$ cat src/rtl/seg_scan_display_if.sv
// Pin bundle between the score counter, the display scanner and the board:
// both BCD digit sets and the display controls go in, anode/segment drives come out.
interface seg_scan_display_if;
  logic [3:0] score0, score1, score2, score3;
  logic [3:0] high0, high1, high2, high3;
  logic       sel_high;
  logic       blink;
  logic [3:0] an;
  logic [7:0] seg;

  modport master (
    output score0, score1, score2, score3,
    output high0, high1, high2, high3,
    output sel_high, blink,
    input  an, seg
  );

  modport slave (
    input  score0, score1, score2, score3,
    input  high0, high1, high2, high3,
    input  sel_high, blink,
    output an, seg
  );
endinterface

$ cat src/rtl/seg_scan_display.sv
// Common-anode 4-digit 7-segment scanner. Latches one BCD set per frame so
// updates never tear; adds dead time, leading-zero blanking and optional blink.
module seg_scan_display #(
  parameter int unsigned TICK_DIV     = 100000,
  parameter int unsigned DEAD_CYC     = 16,
  parameter int unsigned LZ_BLANK     = 1,
  parameter int unsigned BLINK_FRAMES = 64
) (
  input  logic               clk,
  input  logic               clr_n,
  seg_scan_display_if.slave  bus
);

  localparam int unsigned CW = $clog2(TICK_DIV);
  localparam int unsigned FW = (BLINK_FRAMES > 1) ? $clog2(BLINK_FRAMES) : 1;

  logic [CW-1:0] cnt_q, cnt_d;
  logic [1:0]    idx_q, idx_d;
  logic [3:0]    snap_q [4];
  logic [3:0]    snap_d [4];
  logic [FW-1:0] fcnt_q, fcnt_d;
  logic          phase_q, phase_d;
  logic [3:0]    an_q, an_d;
  logic [7:0]    seg_q, seg_d;

  logic          tick;
  logic          frame_end;
  logic          lz;
  logic          blank;
  logic [3:0]    digit;

  function automatic logic [7:0] enc(input logic [3:0] v);
    logic [7:0] s;
    case (v)
      4'd0:    s = 8'hC0;
      4'd1:    s = 8'hF9;
      4'd2:    s = 8'hA4;
      4'd3:    s = 8'hB0;
      4'd4:    s = 8'h99;
      4'd5:    s = 8'h92;
      4'd6:    s = 8'h82;
      4'd7:    s = 8'hF8;
      4'd8:    s = 8'h80;
      4'd9:    s = 8'h90;
      default: s = 8'hBF;
    endcase
    return s;
  endfunction

  always_comb begin
    tick      = (cnt_q == CW'(TICK_DIV - 1));
    frame_end = tick && (idx_q == 2'd3);
    cnt_d     = tick ? '0 : cnt_q + 1'b1;
    idx_d     = tick ? idx_q + 2'd1 : idx_q;

    snap_d = snap_q;
    if (frame_end) begin
      snap_d[0] = bus.sel_high ? bus.high0 : bus.score0;
      snap_d[1] = bus.sel_high ? bus.high1 : bus.score1;
      snap_d[2] = bus.sel_high ? bus.high2 : bus.score2;
      snap_d[3] = bus.sel_high ? bus.high3 : bus.score3;
    end

    fcnt_d  = fcnt_q;
    phase_d = phase_q;
    if (frame_end) begin
      if (fcnt_q == FW'(BLINK_FRAMES - 1)) begin
        fcnt_d  = '0;
        phase_d = ~phase_q;
      end else begin
        fcnt_d = fcnt_q + 1'b1;
      end
    end

    // Digit idx is a leading zero when it and every more-significant digit are zero.
    lz = (idx_q != 2'd0);
    for (int unsigned k = 0; k < 4; k++) begin
      if ((k >= 32'(idx_q)) && (snap_q[k] != 4'd0)) lz = 1'b0;
    end

    blank = (cnt_q < CW'(DEAD_CYC)) || (bus.blink && phase_q) ||
            ((LZ_BLANK != 0) && lz);
    digit = snap_q[idx_q];
    an_d  = blank ? '1 : ~(4'b0001 << idx_q);
    seg_d = blank ? '1 : enc(digit);
  end

  always_ff @(posedge clk or negedge clr_n) begin
    if (!clr_n) begin
      cnt_q   <= '0;
      idx_q   <= '0;
      fcnt_q  <= '0;
      phase_q <= 1'b0;
      an_q    <= '1;
      seg_q   <= '1;
      for (int unsigned k = 0; k < 4; k++) snap_q[k] <= '0;
    end else begin
      cnt_q   <= cnt_d;
      idx_q   <= idx_d;
      fcnt_q  <= fcnt_d;
      phase_q <= phase_d;
      an_q    <= an_d;
      seg_q   <= seg_d;
      for (int unsigned k = 0; k < 4; k++) snap_q[k] <= snap_d[k];
    end
  end

  assign bus.an  = an_q;
  assign bus.seg = seg_q;

endmodule
$ cat src/flat_wrapper.sv
// flat-port wrapper written by rule: the top's interface ports become plain ports
module seg_scan_display_flat 
#(
  parameter int unsigned TICK_DIV     = 100000,
  parameter int unsigned DEAD_CYC     = 16,
  parameter int unsigned LZ_BLANK     = 1,
  parameter int unsigned BLINK_FRAMES = 64
)
  (clk, clr_n, bus_score0, bus_score1, bus_score2, bus_score3, bus_high0, bus_high1, bus_high2, bus_high3, bus_sel_high, bus_blink, bus_an, bus_seg);
  seg_scan_display_if bus_i ();
  input  logic clk;
  input  logic clr_n;
  input wire logic [$bits(bus_i.score0)-1:0] bus_score0;
  input wire logic [$bits(bus_i.score1)-1:0] bus_score1;
  input wire logic [$bits(bus_i.score2)-1:0] bus_score2;
  input wire logic [$bits(bus_i.score3)-1:0] bus_score3;
  input wire logic [$bits(bus_i.high0)-1:0] bus_high0;
  input wire logic [$bits(bus_i.high1)-1:0] bus_high1;
  input wire logic [$bits(bus_i.high2)-1:0] bus_high2;
  input wire logic [$bits(bus_i.high3)-1:0] bus_high3;
  input wire logic [$bits(bus_i.sel_high)-1:0] bus_sel_high;
  input wire logic [$bits(bus_i.blink)-1:0] bus_blink;
  output wire logic [$bits(bus_i.an)-1:0] bus_an;
  output wire logic [$bits(bus_i.seg)-1:0] bus_seg;
  assign bus_i.score0 = bus_score0;
  assign bus_i.score1 = bus_score1;
  assign bus_i.score2 = bus_score2;
  assign bus_i.score3 = bus_score3;
  assign bus_i.high0 = bus_high0;
  assign bus_i.high1 = bus_high1;
  assign bus_i.high2 = bus_high2;
  assign bus_i.high3 = bus_high3;
  assign bus_i.sel_high = bus_sel_high;
  assign bus_i.blink = bus_blink;
  assign bus_an = bus_i.an;
  assign bus_seg = bus_i.seg;
  seg_scan_display #(.TICK_DIV(TICK_DIV), .DEAD_CYC(DEAD_CYC), .LZ_BLANK(LZ_BLANK), .BLINK_FRAMES(BLINK_FRAMES)) u_core (.clk(clk), .clr_n(clr_n), .bus(bus_i));
endmodule
$ cat config.mk
export PLATFORM = sky130hd
export DESIGN_NAME = seg_scan_display_flat
export DESIGN_NICKNAME = d
export VERILOG_FILES = /design/src/rtl/seg_scan_display_if.sv /design/src/rtl/seg_scan_display.sv /design/src/flat_wrapper.sv
export SDC_FILE = /design/constraint.sdc
export NUM_CORES = 1
export LEC_CHECK = 0
export BUFFER_PORTS_ARGS = -buffer_cell sky130_fd_sc_hd__buf_2
export CORE_MARGIN = 2
export CORE_UTILIZATION = 30
export CTS_BUF_LIST = sky130_fd_sc_hd__clkbuf_8
export CTS_CLUSTER_SIZE = 8
export DETAILED_ROUTE_END_ITERATION = 6
export PLACE_DENSITY = 0.49
export SLEW_MARGIN = 10
export SYNTH_ARGS = -nofsm -noshare
export SYNTH_HDL_FRONTEND = slang
export SYNTH_SLANG_ARGS = --single-unit
$ cat constraint.sdc
create_clock -name clk -period 2.4 [get_ports clk]
set_clock_uncertainty 0.15 [all_clocks]
set_input_delay 0.36 -clock clk [delete_from_list [all_inputs] [get_ports clk]]
set_output_delay 0.36 -clock clk [all_outputs]
set_load 0.005 [all_outputs]
* Yosys cells after proc, flatten, opt, wreduce, memory -nomap -nowiden *
Memories as Yosys holds them, arrays and structs flattened.
Index checks and enable logic that the tools add are counted.

storage, ports and cells
  logic and storage cells = 54
  output and inout bits = 12
  bits in read-only memories = 112
  memories kept = 1
  register bits = 54

cells by class
  $add $sub $neg = 3
  magnitude comparators = 5
  reduce and logical (&&, ||, !) cells = 13
  bitwise logic cells = 3
  equal/unequal tests = 3
  muxes and demuxes = 15
  shifts and indexed selects = 1

memories
  memory           words  bits a word  rd ports  clocked after memory_dff  write ports  RTL line                text
  (no name shown)  16     7            1         0                         0            seg_scan_display.sv:34  case (v)

operators by type and width
  cell                                                  number
  2-to-1 mux 4 bit                                      7
  adder 17 x 1 -> 17 bit (second input constant)        1
  == test 17 bit (second input constant)                1
  < comparator 17 x 5 -> 1 bit (second input constant)  1
  2-to-1 mux 17 bit                                     1
  nonzero test 4 bit                                    4
  binary-select mux 4 bit (select 2 bit)                1
  2-to-1 mux 8 bit                                      1
  adder 6 x 1 -> 6 bit (second input constant)          1
  == test 6 bit (second input constant)                 1
  2-to-1 mux 6 bit                                      1
  logical AND 1 bit                                     5
  >= comparator 1 x 2 -> 1 bit (first input constant)   2
  2-to-1 mux 1 bit                                      4
  inverter 4 bit                                        1
  left shift 1 x 2 -> 4 bit (first input constant)      1
  >= comparator 3 bit (second input constant)           1
  inverter 2 -> 3 bit                                   1
  adder 2 x 1 -> 2 bit (second input constant)          1
  == test 2 bit (second input constant)                 1
  >= comparator 2 bit (first input constant)            1
  logical OR 1 bit                                      2
  AND reduction 2 bit                                   1
  nonzero test 2 bit                                    1
  inverter 1 bit                                        1

* Longest topological paths before layout *
  depth after elaboration = 8
  gate-level depth with buffers = 7
  gate-level depth less buffers = 6

* Worst setup path before layout *
OpenSTA, ideal clock, no wires.

  kind = register -> register
  from = reg u_core.idx_q[1]
  to = reg u_core.seg_q[4], in the netlist u_core.bus.seg[4]
  setup time = 0.085 ns
  data arrival time = 1.888 ns
  path slack = 0.277 ns
  stages on the path, launching flop included = 8
  cell sequence = dfrtp_1 -> buf_6 -> mux4_1 -> inv_1 -> ha_1 -> nor3_1 -> a2111oi_2 -> o21ai_1

on the way
  longest elaborated chain between the ends = 8
  elaborated cells on any way between the ends = 18
  those cells by class = order compare (3); mux (8); bitwise (1); reduce/logical (5); memory (1)

RTL lines
  element                                                                      RTL line                 text
  from (decl)                                                                  seg_scan_display.sv:18   logic [1:0] idx_q, idx_d;
  from (signal assigned)                                                       seg_scan_display.sv:99   idx_q <= idx_d;
  parallel branches: the longest is 7 deep, another holds memory (16 x 7 bit)  -
  2-to-1 mux 8 bit *                                                           seg_scan_display.sv:85   seg_d = blank ? '1 : enc(digit);
  named net u_core.seg_d[4]                                                    seg_scan_display.sv:24   logic [7:0] seg_q, seg_d;
  to (signal assigned)                                                         seg_scan_display.sv:103  seg_q <= seg_d;
  to (decl)                                                                    seg_scan_display.sv:24

Mark *: on every way through the listed nets, which the timed path passes. The select of a mux whose other input is x is not followed.
A chain may end at the register's enable or synchronous reset.

* Worst setup path after layout *
Same ends and word-level chain as after synthesis.

==> flow_metrics.tcl <==
set metrics [dict create \
    power.static_leakage_nw 1.517 \
    total_power_mw 1.569 \
    layout-drive-gt1-share_pct 39.25 \
    netlist_instances 240 \
    routability_driven_placement_congestion_ratio 0.7923 \
    detail_route.vias_per_cell 4.822 \
    cts.htree.levels 2 \
    detailroute.wirelength.met2_mm 2.440 \
    layout_worst_path_cycle_share_pct 86.93 \
    power.density_mw_per_mm2 473.8 \
    vdd_ir_drop_max_mv 0.2204 \
    achievable-frequency_mhz 479.3 \
    vias 1948 \
    reg2reg_slack_ns 0.31 \
    final_global_route_overflow_total 0 \
    cts_max_path_buffers 2 \
    post_cts.resized_instances 0 \
    highest_layer_used_for_signal_routing "met4" \
    critPathMaxStageDelay_ns 0.67 \
    tritoncts_clock_tree "yes" \
    layoutNonFillerInstCount 404 \
    postCtsSetupBuffers 0 \
    fp.dieW_um 100.7 \
    synth-edff-count 0 \
    core_area_mm2 0.009153 \
    path_class "flop to flop" \
    drt_total_wl_mm 5.451 \
    clk_pin_slew_worst_paths_ns 0.10 \
    critPathTopFamily "multiplexers" \
    worst-path-buf-inv 1 \
    worstSetupEndpointType "flop" \
    yosysWarningCount 0 \
    syn_area_per_cell_um2 11.68 \
    async_sr_flop_fraction_pct 100.0 \
    crit_chain "mux4_1, inv_1, ha_1, nor3_1, a2111oi_2, o21ai_1" \
    num_rows 35 \
    critPathLaunchType "flop" \
    setup_viol 0 \
    initial_utilization_pct 30.64 \
    rsz0062_at_grt "false" \
    drc 0 \
    postLayoutCoreUtil_pct 36.19 \
    met3WireLength_um 197 \
    netlist.area_leader.share_pct 37.48 \
    clock_latency_ns 0.30 \
    drt.antenna.violating_nets 0 \
    postSynthNetCount 287 \
    p_sw_mw 0.3251 \
    wl_per_cell_um 13.49 \
    initial_antenna_violation_count 0 \
    cts-buffers-inserted 5 \
    postSynth.topFlopCell "sky130_fd_sc_hd__dfrtp_1" \
    synth.top_cells.by_area "sky130_fd_sc_hd__dfrtp_1, sky130_fd_sc_hd__mux2_2, sky130_fd_sc_hd__dfstp_2, sky130_fd_sc_hd__ha_1, sky130_fd_sc_hd__xnor2_1" \
    synth_seq_cells 53 \
    clock_tree.root_cell "sky130_fd_sc_hd__clkbuf_8" \
    total_i_o_pin_count 48 \
    internal_power_mw 1.244 \
    final_nets 339 \
    sequentialPowerShare_pct 56.9 \
    combPwrFrac_pct 5.0 \
    drt_pre_antenna_iters 4 \
    place.detailed.instances 395 \
    ys_seq_area_share_pct 47.79 \
    status "finished, final reports clean" \
    gr_util_all_layers_pct 11.76 \
    finalHoldViolations 0 \
    critPathMaxFanout 4 \
    chipHeight_um 100.7 \
    summed_negative_setup_slack_over_all_endpoints_ns 0 \
    sw_share_pct 20.72 \
    final_critical_path_required_period_ns 2.086 \
    m1WireLength_mm 2.756 \
    netlist.top_cell.by_area "sky130_fd_sc_hd__dfrtp_1" \
    fp.dieArea_mm2 0.01014 \
    hold_buffers 1 \
    port_buffer_count 46 \
    synthDistinctLibCells 45 \
    grt_pass1_vias 2030 \
    dp_hpwl_mm 4.126 \
    grt_pass1_wl_mm 9.687 \
    worstPathArrival_ns 2.17 \
    worst-endpoint-required_ns 2.48 \
    netlist_area_mm2 0.002804 \
    layout-area-overhead-vs-synth_pct 18.12 \
    pin_count_of_the_biggest_net_entering_global_routing 36 \
    dr.first_iter.drc_count 82 \
    power_frac_clock_pct 38.1 \
    tritoncts_num_sinks 53 \
    max_cap_viol_count 0 \
    n_diodes 0 \
    hp-class "primary input to flop" \
    finalMaxSlewViolations 0 \
    cp_slowest_cell "sky130_fd_sc_hd__mux4_1" \
]
==> logic make-up (layout without fill, tap and decap cells) <==
logic type,count (synthesis),count (layout),synth area share [%]
AO/OA/AOI/OAI,25,25,6.693
flip-flops,53,53,47.79
other,1,1,0.1337
multiplexers,41,41,18.12
buffers and inverters,16,69,2.901
adder cells (fa/ha/maj),11,11,4.908
XOR/XNOR,16,16,4.998
AND/OR/NAND/NOR,77,77,14.46
==> worst min-delay path: stages <==
cell,delay (ns)
sky130_fd_sc_hd__buf_2,0.07
sky130_fd_sc_hd__mux2_2,0.12
sky130_fd_sc_hd__mux2_2,0.13
==> layer usage <==
metal	up-vias	global-route usage, %
met4	0	2.740
met5	-	0
li1	961	-
met3	6	2.011
met1	945	17.19
met2	36	18.21
==> final timing paths <==
check,from,end,cells after the start
worst max register to register,u_core.idx_q[1],u_core.bus.seg[4],6
min in group asynchronous,clr_n,u_core.fcnt_q[0],2
worst max-delay path,u_core.idx_q[1],u_core.bus.seg[4],6
max in group asynchronous,clr_n,u_core.bus.seg[0],3
worst min register to register,u_core.phase_q,u_core.phase_q,1
worst min-delay path,bus_score0[2],u_core.snap_q[14],3
==> stage by stage <==
stage / instance area [um2] / hold slack [ns] / setup slack [ns]
2_1_floorplan: 2804 / -0.08559 / 0.2769
3_3_place_gp: 3192 / 0.1943 / 0.3584
3_5_place_dp: 3192 / 0.1953 / 0.3249
4_1_cts: 3312 / 0.2490 / 0.2997
5_1_grt: 3312 / 0.2516 / 0.1490
6_report: 3312 / 0.2593 / 0.3136
==> cells in the final DEF (no fill, tap or decap), drive strengths merged, types with 2 or more instances in the layout <==
cell    count
ha         11
buf        52
a21o        4
nor2b       3
nor4        4
o21ai       5
nand4       6
nor2       17
mux2i       2
nor3       10
dfstp      11
clkbuf      5
nand2      13
a21oi       7
mux4        4
nand3      13
xnor2      10
and4        3
mux2       35
inv         8
or3         3
xor2        6
dfrtp      42
and3        2
==> power by group through the flow <==
stage | sequential (mW) | combinational, mW | clock (mW)
2_1_floorplan | 0.910 | 0.0280 | 0
3_3_place_gp | 0.910 | 0.0788 | 0
3_5_place_dp | 0.910 | 0.0801 | 0
4_1_cts | 0.893 | 0.0819 | 0.633
5_1_grt | 0.894 | 0.0899 | 0.665
6_report | 0.893 | 0.0784 | 0.597
==> area by class of cell <==
cell class	instances	area, um2
fillers	913	5841
flip-flops and latches	53	1340
clock buffers	5	68.82
repair buffers	53	310.3
multi-input cells	171	1383
inverters	8	30.03
clock inverters	3	41.29
well taps	111	138.9
==> Yosys cell counts (2+ instances only) <==
library cell                n
sky130_fd_sc_hd__nand2_1   13
sky130_fd_sc_hd__a21oi_1    7
sky130_fd_sc_hd__nand3_1   12
sky130_fd_sc_hd__nor4_1     3
sky130_fd_sc_hd__nand4_1    6
sky130_fd_sc_hd__ha_1      11
sky130_fd_sc_hd__xor2_1     6
sky130_fd_sc_hd__nor2b_1    3
sky130_fd_sc_hd__and4_1     3
sky130_fd_sc_hd__or3_1      3
sky130_fd_sc_hd__o21ai_0    3
sky130_fd_sc_hd__buf_4      3
sky130_fd_sc_hd__a21o_1     4
sky130_fd_sc_hd__dfstp_2   11
sky130_fd_sc_hd__nor3_1     9
sky130_fd_sc_hd__inv_1      8
sky130_fd_sc_hd__mux2i_1    2
sky130_fd_sc_hd__mux4_2     3
sky130_fd_sc_hd__xnor2_1   10
sky130_fd_sc_hd__buf_2      2
sky130_fd_sc_hd__dfrtp_1   42
sky130_fd_sc_hd__clkbuf_1   2
sky130_fd_sc_hd__and3_1     2
sky130_fd_sc_hd__mux2_2    35
sky130_fd_sc_hd__nor2_1    17
==> sequential cells by signal (all words and copies together) (netlist names) <==
register	count
u_core.snap_q	16
u_core.cnt_q	17
u_core.phase_q	1
u_core.fcnt_q	6
u_core.bus.an	4
u_core.bus.seg	7
u_core.idx_q	2
(Power assumes the default switching activity.)
